**config.mk**
```make
export PLATFORM = sky130hd
export DESIGN_NAME = imem_loader
export DESIGN_NICKNAME = d
export VERILOG_FILES = /design/src/rtl/imem_loader.sv
export SDC_FILE = /design/constraint.sdc
export NUM_CORES = 1
export LEC_CHECK = 0
export CORE_UTILIZATION = 35
export CTS_BUF_LIST = sky130_fd_sc_hd__clkbuf_4
export CTS_CLUSTER_DIAMETER = 120
export DETAILED_ROUTE_END_ITERATION = 12
export PLACE_DENSITY_LB_ADDON = 0.05
export SYNTH_ARGS = -nofsm -noshare
export SYNTH_HDL_FRONTEND = slang
export SYNTH_SLANG_ARGS = --single-unit
```
**constraint.sdc**
```tcl
create_clock -name clk -period 3.53 [get_ports clk]
set_clock_uncertainty 0.05 [all_clocks]
set_input_delay 0.353 -clock clk [delete_from_list [all_inputs] [get_ports clk]]
set_output_delay 0.353 -clock clk [all_outputs]
set_load 0.005 [all_outputs]
```
**src/rtl/imem_loader.sv**
```systemverilog
`default_nettype none
// ============================================================================
//  Module   : imem_loader
//  Purpose  : Byte-stream program loader (write side of the instruction memory).
//             Accepts a framed image {SYNC_BYTE, N, 4*N data bytes} on a
//             valid/ready byte interface. It packs the data bytes little-endian
//             into 32-bit words and issues one write pulse per word. cpu_hold
//             stays high while a load is in progress.
//  Ports    : clk, reset (async, active-high)
//             in_valid/in_data/in_ready : byte stream in (xfer = valid & ready)
//             we/wa/wd                  : instruction memory write port
//             cpu_hold/done/err         : processor hold and frame status levels
//  Config   : IMEM_LOADER_CHECKSUM_EN - when defined, each frame carries a
//             trailing XOR byte over all data bytes. It is checked after the
//             last word has been written.
//  Revision : 1.0 - initial release
// ============================================================================
module imem_loader #(
    parameter int          DEPTH     = 64,
    parameter logic [31:0] BASE_ADDR = 32'h0,
    parameter logic [7:0]  SYNC_BYTE = 8'hA5
) (
    input  logic        clk,
    input  logic        reset,
    input  logic        in_valid,
    input  logic [7:0]  in_data,
    output logic        in_ready,
    output logic        we,
    output logic [31:0] wa,
    output logic [31:0] wd,
    output logic        cpu_hold,
    output logic        done,
    output logic        err
);

    localparam int IDX_W = $clog2(DEPTH + 1);
    localparam logic [IDX_W-1:0] C_IDX_ONE = IDX_W'(1);

    typedef enum logic [2:0] {
        S_IDLE  = 3'd0,
        S_COUNT = 3'd1,
        S_DATA  = 3'd2,
        S_WRITE = 3'd3,
        S_CHECK = 3'd4,
        S_DONE  = 3'd5,
        S_ERROR = 3'd6
    } state_t;

    state_t           r_state;
    state_t           w_state_next;
    logic             r_in_ready;
    logic             r_we;
    logic [31:0]      r_wa;
    logic [31:0]      r_wd;
    logic             r_hold;
    logic             r_done;
    logic             r_err;
    logic [IDX_W-1:0] r_idx;
    logic [IDX_W-1:0] r_n;
    logic [1:0]       r_lane;
    logic [31:0]      r_word;
`ifdef IMEM_LOADER_CHECKSUM_EN
    logic [7:0]       r_csum;
`endif

    logic w_xfer;
    logic w_is_sync;
    logic w_n_bad;
    logic w_last_word;
    logic w_start;

    // in_ready is registered, so the handshake is judged against the
    // registered copy that the source also sees.
    assign w_xfer      = in_valid & r_in_ready;
    assign w_is_sync   = (in_data == SYNC_BYTE);
    assign w_n_bad     = (in_data == 8'd0) || (32'(in_data) > 32'(DEPTH));
    assign w_last_word = (r_idx == (r_n - C_IDX_ONE));
    // A new frame may only start from a resting state. Inside COUNT/DATA the
    // sync value is ordinary data.
    assign w_start     = w_xfer && w_is_sync &&
                         ((r_state == S_IDLE) || (r_state == S_DONE) || (r_state == S_ERROR));

    always_ff @(posedge clk or posedge reset) begin
        if (reset) begin
            r_state <= S_IDLE;
        end else begin
            r_state <= w_state_next;
        end
    end

    always_comb begin
        w_state_next = r_state;
        case (r_state)
            S_IDLE, S_DONE, S_ERROR: begin
                if (w_start) begin
                    w_state_next = S_COUNT;
                end
            end
            S_COUNT: begin
                if (w_xfer) begin
                    w_state_next = w_n_bad ? S_ERROR : S_DATA;
                end
            end
            S_DATA: begin
                if (w_xfer && (r_lane == 2'd3)) begin
                    w_state_next = S_WRITE;
                end
            end
            S_WRITE: begin
`ifdef IMEM_LOADER_CHECKSUM_EN
                w_state_next = w_last_word ? S_CHECK : S_DATA;
`else
                w_state_next = w_last_word ? S_DONE : S_DATA;
`endif
            end
`ifdef IMEM_LOADER_CHECKSUM_EN
            S_CHECK: begin
                if (w_xfer) begin
                    w_state_next = (in_data == r_csum) ? S_DONE : S_ERROR;
                end
            end
`endif
            default: w_state_next = S_IDLE;
        endcase
    end

    // Status outputs are registered copies of the state being entered, so they
    // line up with r_state without any combinational path to the ports.
    always_ff @(posedge clk or posedge reset) begin
        if (reset) begin
            r_in_ready <= 1'b0;
            r_we       <= 1'b0;
            r_wa       <= BASE_ADDR;
            r_wd       <= 32'd0;
            r_hold     <= 1'b0;
            r_done     <= 1'b0;
            r_err      <= 1'b0;
            r_idx      <= '0;
            r_n        <= '0;
            r_lane     <= 2'd0;
            r_word     <= 32'd0;
`ifdef IMEM_LOADER_CHECKSUM_EN
            r_csum     <= 8'd0;
`endif
        end else begin
            r_in_ready <= (w_state_next != S_WRITE);
            r_we       <= (w_state_next == S_WRITE);
            r_done     <= (w_state_next == S_DONE);
            r_err      <= (w_state_next == S_ERROR);
            // A rejected frame keeps the processor held: a partial image never runs.
            r_hold     <= (w_state_next == S_COUNT) || (w_state_next == S_DATA)  ||
                          (w_state_next == S_WRITE) || (w_state_next == S_CHECK) ||
                          (w_state_next == S_ERROR);

            if (w_start) begin
                r_idx  <= '0;
                r_lane <= 2'd0;
`ifdef IMEM_LOADER_CHECKSUM_EN
                r_csum <= 8'd0;
`endif
            end

            if ((r_state == S_COUNT) && w_xfer) begin
                r_n <= IDX_W'(in_data);
            end

            if ((r_state == S_DATA) && w_xfer) begin
                r_word[{r_lane, 3'b000} +: 8] <= in_data;
                r_lane <= r_lane + 2'd1;
`ifdef IMEM_LOADER_CHECKSUM_EN
                r_csum <= r_csum ^ in_data;
`endif
                // The 4th byte goes straight into wd so the word is presented
                // in the same cycle as the we pulse.
                if (r_lane == 2'd3) begin
                    r_wd <= {in_data, r_word[23:0]};
                    r_wa <= BASE_ADDR + (32'(r_idx) << 2);
                end
            end

            if (r_state == S_WRITE) begin
                r_idx <= r_idx + C_IDX_ONE;
            end
        end
    end

    assign in_ready = r_in_ready;
    assign we       = r_we;
    assign wa       = r_wa;
    assign wd       = r_wd;
    assign cpu_hold = r_hold;
    assign done     = r_done;
    assign err      = r_err;

endmodule
`default_nettype wire

```
* After elaboration in Yosys (flattened, before gate mapping)
Cells that the tools add are included.
** Word-level totals
- Register bits :: 95
- Output and inout bits :: 69
** Operators by class
- $add $sub $neg :: 4
- Magnitude comparators :: 1
- Shifts and indexed selects :: 2
- Reductions and logical operators :: 18
- Equal/unequal tests :: 15
- Bitwise logic cells :: 1
- Multiplexer cells :: 11
** Operators by type and width (number)
- $bwmux W32 :: 1
- $shift A8 B7 Y32 const A :: 1
- $shiftx A8 B7 Y32 :: 1
- $eq A3 B3 Y1 const B :: 5
- $mux W3 :: 5
- $mux W7 :: 2
- $eq A3 B2 Y1 const B :: 4
- $pmux W3 S4 :: 1
- $eq A8 B8 Y1 const B :: 1
- $gt A8 B7 Y1 const B :: 1
- $logic_not A8 Y1 :: 1
- $add A7 B1 Y7 const B :: 1
- $eq A7 B7 Y1 :: 1
- $logic_or A1 B1 Y1 :: 7
- $neg A5 Y7 :: 1
- $sub A7 B1 Y7 const B :: 1
- $eq A3 B1 Y1 const B :: 2
- $logic_and A1 B1 Y1 :: 5
- $mux W2 :: 2
- $reduce_bool A2 Y1 :: 2
- $logic_not A3 Y1 :: 1
- $ne A3 B2 Y1 const B :: 1
- $reduce_or A3 Y1 :: 1
- $add A2 B1 Y2 const B :: 1
- other kinds (3) :: 3

* Longest topological paths before layout
Gate-level depths: netlist (run 1).
- Depth after elaboration :: 11
- Depth in mapped cells :: 8
- Gate-level depth less buffers :: 8

* Worst setup path after synthesis (run 1)
Ideal clock, no wire load.
- Path kind :: register -> register
- Start point :: reg r_in_ready, in the netlist in_ready
- End point :: reg r_wd[26], in the netlist wd[26]
- Period minus slack after synthesis :: 1.891 ns
- Data arrival time :: 1.716 ns
- Path slack :: 1.639 ns
- Cell stages (with the launch flop) :: 7
- Setup time :: 0.125 ns
- Path buffers :: 1
- Data required time :: 3.355 ns
- Path through :: dfrtp_1 -> nand2_1 -> nor4b_4 -> nand2_2 -> inv_2 -> buf_4 -> mux2_2
** On the way
- Word-level cells in the longest chain between the ends :: 3
** RTL lines
- from (decl) :: line 51 : logic r_in_ready;
- from (signal assigned) :: line 146 : r_in_ready <= (w_state_next != S_WRITE);
- $and A1 B1 Y1 :: line 74 : assign w_xfer = in_valid & r_in_ready;
- $logic_and A1 B1 Y1 :: line 167 : if ((r_state == S_DATA) && w_xfer) begin
- $reduce_and A2 Y1 (no source line)
- to (signal assigned) :: line 176 : r_wd <= {in_data, r_word[23:0]};
- to (decl) :: line 54 : logic [31:0] r_wd;
Every way passes these cells.
A chain may end at the register's enable or synchronous reset.

* Worst setup path in the final report (run 1)
- Start point :: in in_data[2]
- End point :: reg r_hold, in the netlist cpu_hold
** On the way
- Word-level cells in the longest chain between the ends :: 10
- Elaborated cells on any way between the ends :: 19
- Those cells by class :: order compare (1); eq/ne (6); mux (4); reduce/logical (8)
** RTL lines
- from (decl) :: line 26 : input logic [7:0] in_data,
- $gt A8 B7 Y1, or another cell as far along :: line 76 : assign w_n_bad = (in_data == 8'd0) || (32'(in_data) > 32'(DEPTH));
- $logic_or A1 B1 Y1 / $logic_and A1 B1 Y1 (equally long branches) :: line 76, 80
- $mux W3 / $logic_and A1 B1 Y1 (equally long branches) :: line 101, 80
- $mux W3 (on tied branches) :: line 100, 95
- $pmux W3 S4 * :: line 93 : case (r_state)
- $eq A3 B1 Y1 / $eq A3 B2 Y1 (equally long branches) :: line 151 : r_hold <= (w_state_next == S_COUNT) || (w_state_next == S_DATA) ||
- $logic_or A1 B1 Y1 (2 in a row) :: line 151
- $logic_or A1 B1 Y1 :: line 152 : (w_state_next == S_WRITE) || (w_state_next == S_CHECK) ||
- $logic_or A1 B1 Y1 * :: line 152
- to (signal assigned) :: line 151
- to (decl) :: line 55 : logic r_hold;
Every way passes the cells marked *; elsewhere a longest branch is shown, timed or not.

==> results.md, run 1 <==
* Status: finished clean
* Worst slew margin relative to its limit at 0.509
* Post-DR vias/cell at 4.75
* Class of the tightest hold or removal check: primary input to asynchronous set/reset pin
* Final period utilization at 0.615
* Total standard cell area after synthesis at 4090 um2
* Max Freq at 460 MHz
* Final sum of negative setup slack at 0 ns
* Router iterations before antenna repair at 4
* Layout filler cell count at 1136
* Final Hold Viols at 0
* Total wire length at 8580 um
* Clock net sink count at 87
* Final count of negative-setup-slack endpoints at 0
* Combined flip-flop and latch cell area at 2180 um2
* Number of global-route vias before repair at 2608
* Tmin final at 2.17 ns
* Aggregate global-route resource usage at 0.156
* Placeable core region at 11400 um2
* Largest net degree at the start of global routing at 43
* Initial DRC count at 111
* Routability cong. at 0.768
* Antenna violations before repair at 0
* Count of input and output buffers at 54
* Setup slack of the worst register-to-register path at 1.45 ns
* Via count at 2751
* Yosys warning count at 0
* Cts repair resizes at 0
* Remaining number of nets flagged by the antenna check after routing at 0
* Most used flip-flop cell after synthesis: sky130_fd_sc_hd__dfrtp_1
* Clk Latency, worst-skew pair at 0.43 ns
* Share of synthesized flip-flops with an asynchronous set or reset at 1.00
* Number of CTS-inserted buffers at 9
* Critical path class: primary input to flip-flop
* Synth-to-Final Area Change at 17.4%
* Net count, final at 449
* TritonCTS clock tree: yes
* Synthesized area divided by synthesized cell count at 10.9 um2
* Worst-case clock buffer depth at 2
* DRC Markers at 0
* Initial standard-cell utilization of the core at 0.358
* Setup slack after placement at 0.834 ns
* I/O pins at 80
* Leak at 0.00214 uW
* Peak supply drop at 0.267 mV
* Critical Path AT at 2.46 ns
* Number of H-tree levels at 3
* Slew of the pin with the lowest slew margin at 0.735 ns
* Number of flops mapped to enable cells by yosys at 0
* Max-slew violation count at 0
* Number of unique standard cell types used by synthesis at 48
* Overflow left after global routing at 0
* Number of buffers inserted for hold repair after clock tree synthesis at 0
* Die span in x at 110 um
* Antenna diodes at 0
* Synth Register Bits at 87
* Cell row count at 39
* Sort of element at the end of the critical path: flip-flop
* Setup Buffers After CTS at 0
* Startpoint type of the worst setup path: primary input
* Wire length of the first global-routing pass at 14000 um
* Sequential area share after synthesis at 0.533
* Minimum hold slack at 0.287 ns
* Clock tree root driver cell: sky130_fd_sc_hd__clkbuf_4
* Maximum capacitance violations at 0
* Required time of the worst setup path at 3.81 ns
* Post-DP HPWL at 5900 um
* Worst-path clk slew at 0.13 ns
* Cells after DPL at 563
* Die boundary height at 110 um
* Area of combinational cells with multiple inputs at 1730 um2
* Layout Utilization at 0.420
* Fraction of final layout cells sized beyond drive strength 1 at 0.170
* Pwr per Cell Area at 788 nW/um2
* Number of standard cells after synthesis at 375
* Post-Layout Cell Count at 579
* Die area at 12100 um2
* Setup slack of the critical path after layout at 1.36 ns
* Setup repair after global routing missed its margin: false
* Post-DR wirelength/cell at 14.8 um
* CP Max Fanout at 8
[cell type report]
type / instances / share of cell area
flip-flops and latches: 87 / 0.454
multi-input cells: 268 / 0.361
repair buffers: 59 / 0.121
well taps: 143 / 0.0373
clock buffers: 11 / 0.0172
clock inverters: 5 / 0.00522
inverters: 6 / 0.00496
[Yosys cell counts (all sizes together), types with 2 or more instances]
cell / count / area (um2)
xnor2: 6 / 52.6
a21oi: 5 / 36.3
nand2: 69 / 262
and2: 4 / 25.0
a21boi: 2 / 15.0
o31ai: 5 / 37.5
clkbuf: 8 / 33.8
nand3: 6 / 30.0
dfrtp: 87 / 2180
nand3b: 3 / 22.5
nor2: 14 / 55.1
o21ai: 36 / 180
o21a: 3 / 22.5
nor2b: 2 / 12.5
nor4b: 3 / 41.3
mux2: 44 / 495
buf: 30 / 213
and3: 2 / 17.5
nor3b: 2 / 15.0
xor2: 5 / 43.8
or3: 6 / 47.5
nand2b: 2 / 12.5
ha: 7 / 87.6
inv: 6 / 22.5
nor3: 6 / 30.0
[metrics by stage]
stage / instance area [um2] / total power (uW)
after floorplan: 4180 / 2670
after global placement: 4690 / 3320
after detailed placement: 4690 / 3340
after CTS: 4790 / 3840
after global routing: 4790 / 4110
final: 4790 / 3780
[cell usage in the layout (no fill, tap or decap), drive strengths merged, types with 4 or more instances in the layout]
| cell type | Yosys | routed |
|---|---|---|
| clkinv | 0 | 5 |
| nand2 | 69 | 69 |
| a21oi | 5 | 5 |
| mux2 | 44 | 44 |
| conb | 1 | 25 |
| nor2 | 14 | 14 |
| inv | 6 | 5 |
| buf | 30 | 5 |
| clkdlybuf4s50 | 0 | 54 |
| xnor2 | 6 | 6 |
| and2 | 4 | 4 |
| xor2 | 5 | 5 |
| or3 | 6 | 6 |
| ha | 7 | 7 |
| dfrtp | 87 | 87 |
| clkbuf | 8 | 11 |
| nor3 | 6 | 6 |
| nand3 | 6 | 6 |
| o31ai | 5 | 5 |
| o21ai | 36 | 36 |
[power by group]
| part | switching [uW] | internal [uW] |
|---|---|---|
| Clock | 332 | 154 |
| Combinational | 666 | 871 |
| Sequential | 341 | 1410 |
[path summary, 6_finish.rpt]
| path | cells after the start | from | end |
|---|---|---|---|
| min reg2reg | 2 | r_word[10] | r_word[10] |
| max reg2reg | 6 | r_state[0] | cpu_hold |
| max in group asynchronous | 3 | reset | r_n[3] |
| min in group clk | 2 | r_word[10] | r_word[10] |
| max | 7 | in_data[2] | cpu_hold |
| min | 2 | reset | r_word[14] |
[per-layer routing]
metal,vias up,GRT usage,wire (um)
li1,1350,-,-
met1,1332,0.224,4300
met2,59,0.226,3840
met3,10,0.0312,333
met4,0,0.0714,115
met5,-,0,0
[kinds of logic (layout without fill, tap and decap cells)]
logic type,after synthesis,after routing,synth area share
XOR/XNOR,11,11,0.0236
other,1,25,0.000918
buffers and inverters,44,81,0.0659
adder cells (fa/ha/maj),7,7,0.0214
multiplexers,44,44,0.121
flip-flops,87,87,0.533
AO/OA/AOI/OAI,57,57,0.0833
AND/OR/NAND/NOR,124,124,0.151
[sequential cells by signal, indices dropped and copies added (netlist names)]
signal,cells
wa,7
r_n,7
wd,32
done,1
r_idx,7
r_lane,2
r_word,24
cpu_hold,1
in_ready,1
we,1
r_state,3
err,1
[critical path, stage by stage]
cell                              delay (ns)
sky130_fd_sc_hd__clkdlybuf4s50_1        0.64
sky130_fd_sc_hd__or3_1                  0.48
sky130_fd_sc_hd__o21ai_1                0.11
sky130_fd_sc_hd__or3b_1                 0.41
sky130_fd_sc_hd__a21oi_4                0.21
sky130_fd_sc_hd__nor2_1                 0.08
sky130_fd_sc_hd__o21a_1                 0.18
(Power assumes the default switching activity.)
==> inputs of run 2 (changes only) <==
Clock period 3.53 ns to 2 ns, I/O delays scaled along.
==> run 2 against run 1 <==
- design area up 5.6%
- global-route usage up 0.69 points
- critical path depth up 1
- via count up 4.9%
- worst hold slack worse by 0.12 ns
- register-to-register slack worse by 1.4 ns
- non-clock buffer count up 27
- clock power up 76%
- sequential power up 74%
- critical path type is now flip-flop to flip-flop
- largest cell class unchanged
- largest power group is now combinational cells
==> results.md, run 2 (same netlist as run 1, synthesis figures left out) <==
* Part of the total power dissipated in sequential elements at 0.437 (-0.027)
* Setup slack of the worst register-to-register path at 0.1 ns (-1.35 ns)
* Leak at 0.00229 uW (+6.9%)
* Max Freq at 526 MHz
* Final Hold Viols at 0 (unchanged)
* Switching power at 2420 uW (+81%)
* Combinational fraction of design power at 0.440 (+0.033)
* Total wire length at 9010 um (+5.0%)
* Sw Ratio at 0.348 (-0.00638)
* Post-DP HPWL at 6190 um (+5.1%)
* Launching instance or port of the critical path: r_n[0]
* Remaining number of nets flagged by the antenna check after routing at 0 (unchanged)
* Net count, final at 476 (+6.0%)
* Critical path class: flip-flop to flip-flop
* Initial standard-cell utilization of the core at 0.358 (unchanged)
* Worst-case clock buffer depth at 2 (unchanged)
* Internal power at 4530 uW (+86%)
* Initial DRC count at 123 (+11%)
* Sort of element at the end of the critical path: flip-flop
* Most common cell after layout, fill and taps aside: sky130_fd_sc_hd__dfrtp_1
* Number of global-route vias before repair at 2892 (+11%)
* CP Max Fanout at 6 (-2)
* Critical R2R Launch: r_n[0]
* Post-DR vias/cell at 4.76 (+0.20%)
* Count of input and output buffers at 54 (unchanged)
* Fraction of final layout cells sized beyond drive strength 1 at 0.227 (+0.0571)
* Pwr per Cell Area at 1370 nW/um2 (+74%)
* Die area at 12100 um2 (unchanged)
* Setup repair after global routing missed its margin: true
* Largest net degree at the start of global routing at 88 (+100%)
* Number of CTS-inserted buffers at 9 (unchanged)
* Critical Path AT at 2.18 ns (-0.28 ns)
* Worst-path clk slew at 0.14 ns (about the same)
* Aggregate global-route resource usage at 0.163 (+0.00687)
* Longest individual stage delay on the worst path at 0.39 ns (-0.25 ns)
* Layout Utilization at 0.444 (+0.0237)
* Clock tree root driver cell: sky130_fd_sc_hd__clkbuf_4
* Highest-count cells in the layout ignoring fill and taps: sky130_fd_sc_hd__dfrtp_1, sky130_fd_sc_hd__nand2_1, sky130_fd_sc_hd__clkdlybuf4s50_1
* Maximum capacitance violations at 0 (unchanged)
* Placeable core region at 11400 um2 (unchanged)
* Antenna violations before repair at 0 (unchanged)
* Overflow left after global routing at 0 (unchanged)
* Final period utilization at 0.951
* Clock group share of total power at 0.123 (-0.006)
* DRC Markers at 0 (unchanged)
* I/O pins at 80 (unchanged)
* Clk Latency, worst-skew pair at 0.44 ns (about the same)
* Minimum hold slack at 0.171 ns (-0.117 ns)
* Die boundary height at 110 um (unchanged)
* Clock net sink count at 87 (unchanged)
* Via count at 2885 (+4.9%)
* Wire length of the first global-routing pass at 14600 um (+4.2%)
* Cell row count at 39 (unchanged)
* Number of flip-flops in the largest register at 32 (unchanged)
* Startpoint type of the worst setup path: flip-flop
* TritonCTS clock tree: yes
* Antenna diodes at 0 (unchanged)
* Ordered cell list for the critical path: inv_1 -> ha_2 -> and2_1 -> o21a_1 -> o21ai_1 -> and3_4 -> a21oi_1 -> a211o_1
* Router iterations before antenna repair at 4 (unchanged)
* Max-slew violation count at 0 (unchanged)
* Peak supply drop at 0.503 mV (+89%)
* Critical-path top delay cell: sky130_fd_sc_hd__dfrtp_1
* Required time of the worst setup path at 2.28 ns (-1.53 ns)
* Final count of negative-setup-slack endpoints at 0 (unchanged)
* Layout filler cell count at 1104 (-2.8%)
* Routability cong. at 0.835 (+8.8%)
* Number of H-tree levels at 3 (unchanged)
* Class of the tightest hold or removal check: primary input to asynchronous set/reset pin
* Number of buffers inserted for hold repair after clock tree synthesis at 0 (unchanged)
* Overall power consumption at 6950 uW (+84%)
* Die span in x at 110 um (unchanged)
* Post-DR wirelength/cell at 14.9 um (+0.31%)
* Status: finished clean
* Tmin final at 1.90 ns
* Synth-to-Final Area Change at 24.0%
## run 2: cell type report
cell class,instances,area (um2),share of cell area
clock buffer,11,82.6,0.0163
clock inverter,5,25.0,0.00494
inverter,6,26.3,0.00519
multi-input combinational,268,1740,0.344
sequential,87,2180,0.430
tap,143,179,0.0353
timing repair buffer,86,831,0.164
## run 2: worst paths after layout
path / endpoint / cells after the start
max: r_state[1] / 8
max reg2reg: r_state[1] / 8
min: r_idx[0] / 3
max in group asynchronous: wd[31] / 3
min in group clk: r_word[20] / 4
min reg2reg: r_word[23] / 2
## run 2: power by group through the flow
stage / registers [uW] / logic, uW / clock network, uW
6_report: 3040 / 3060 / 856
3_5_place_dp: 3090 / 3030 / 0
5_1_grt: 3160 / 3420 / 961
3_3_place_gp: 3070 / 2970 / 0
2_1_floorplan: 2960 / 1740 / 0
4_1_cts: 3050 / 3060 / 909
## run 2: worst max-delay path, delay by kind of cell (launching register included)
family / cells / cell delay (ns)
and+or+nand+nor: 2 / 0.41
buffers and inverters: 1 / 0.08
adders and majority gates: 1 / 0.22
DFF: 1 / 0.39
AOI/OAI and AO/OA: 4 / 0.67
## run 2: timing repair
action                                  4_1_cts  5_1_grt
pin swaps                                     0        1
endpoints found under the setup margin        1       10
setup buffers                                 1        0
gates resized for setup                       0        6
## run 2: metrics by stage
step	instances	setup slack, ns	cell area (um2)	TNS, ns
5_1_grt	606	-0.00899	5060	-0.00899
4_1_cts	606	0.0301	5050	0
6_report	606	0.0983	5060	0
3_3_place_gp	589	-0.258	4930	-1.87
3_5_place_dp	589	-0.278	4930	-2.32
2_1_floorplan	399	0.109	4180	0
## run 2: per-layer routing
| layer | routed length (um) | vias up | track usage | share of wire |
|---|---|---|---|---|
| met3 | 378 | 16 | 0.0382 | 0.042 |
| met5 | 0 | - | 0 | 0 |
| li1 | - | 1401 | - | - |
| met4 | 240 | 0 | 0.0829 | 0.027 |
| met1 | 4410 | 1409 | 0.215 | 0.49 |
| met2 | 3980 | 59 | 0.250 | 0.44 |
==> inputs of run 3 (changes only) <==
Settings changed: CTS_CLUSTER_DIAMETER 120 to 150.
==> results of run 3 <==
The final DEF is identical to that of run 2; final timing and power are the same.
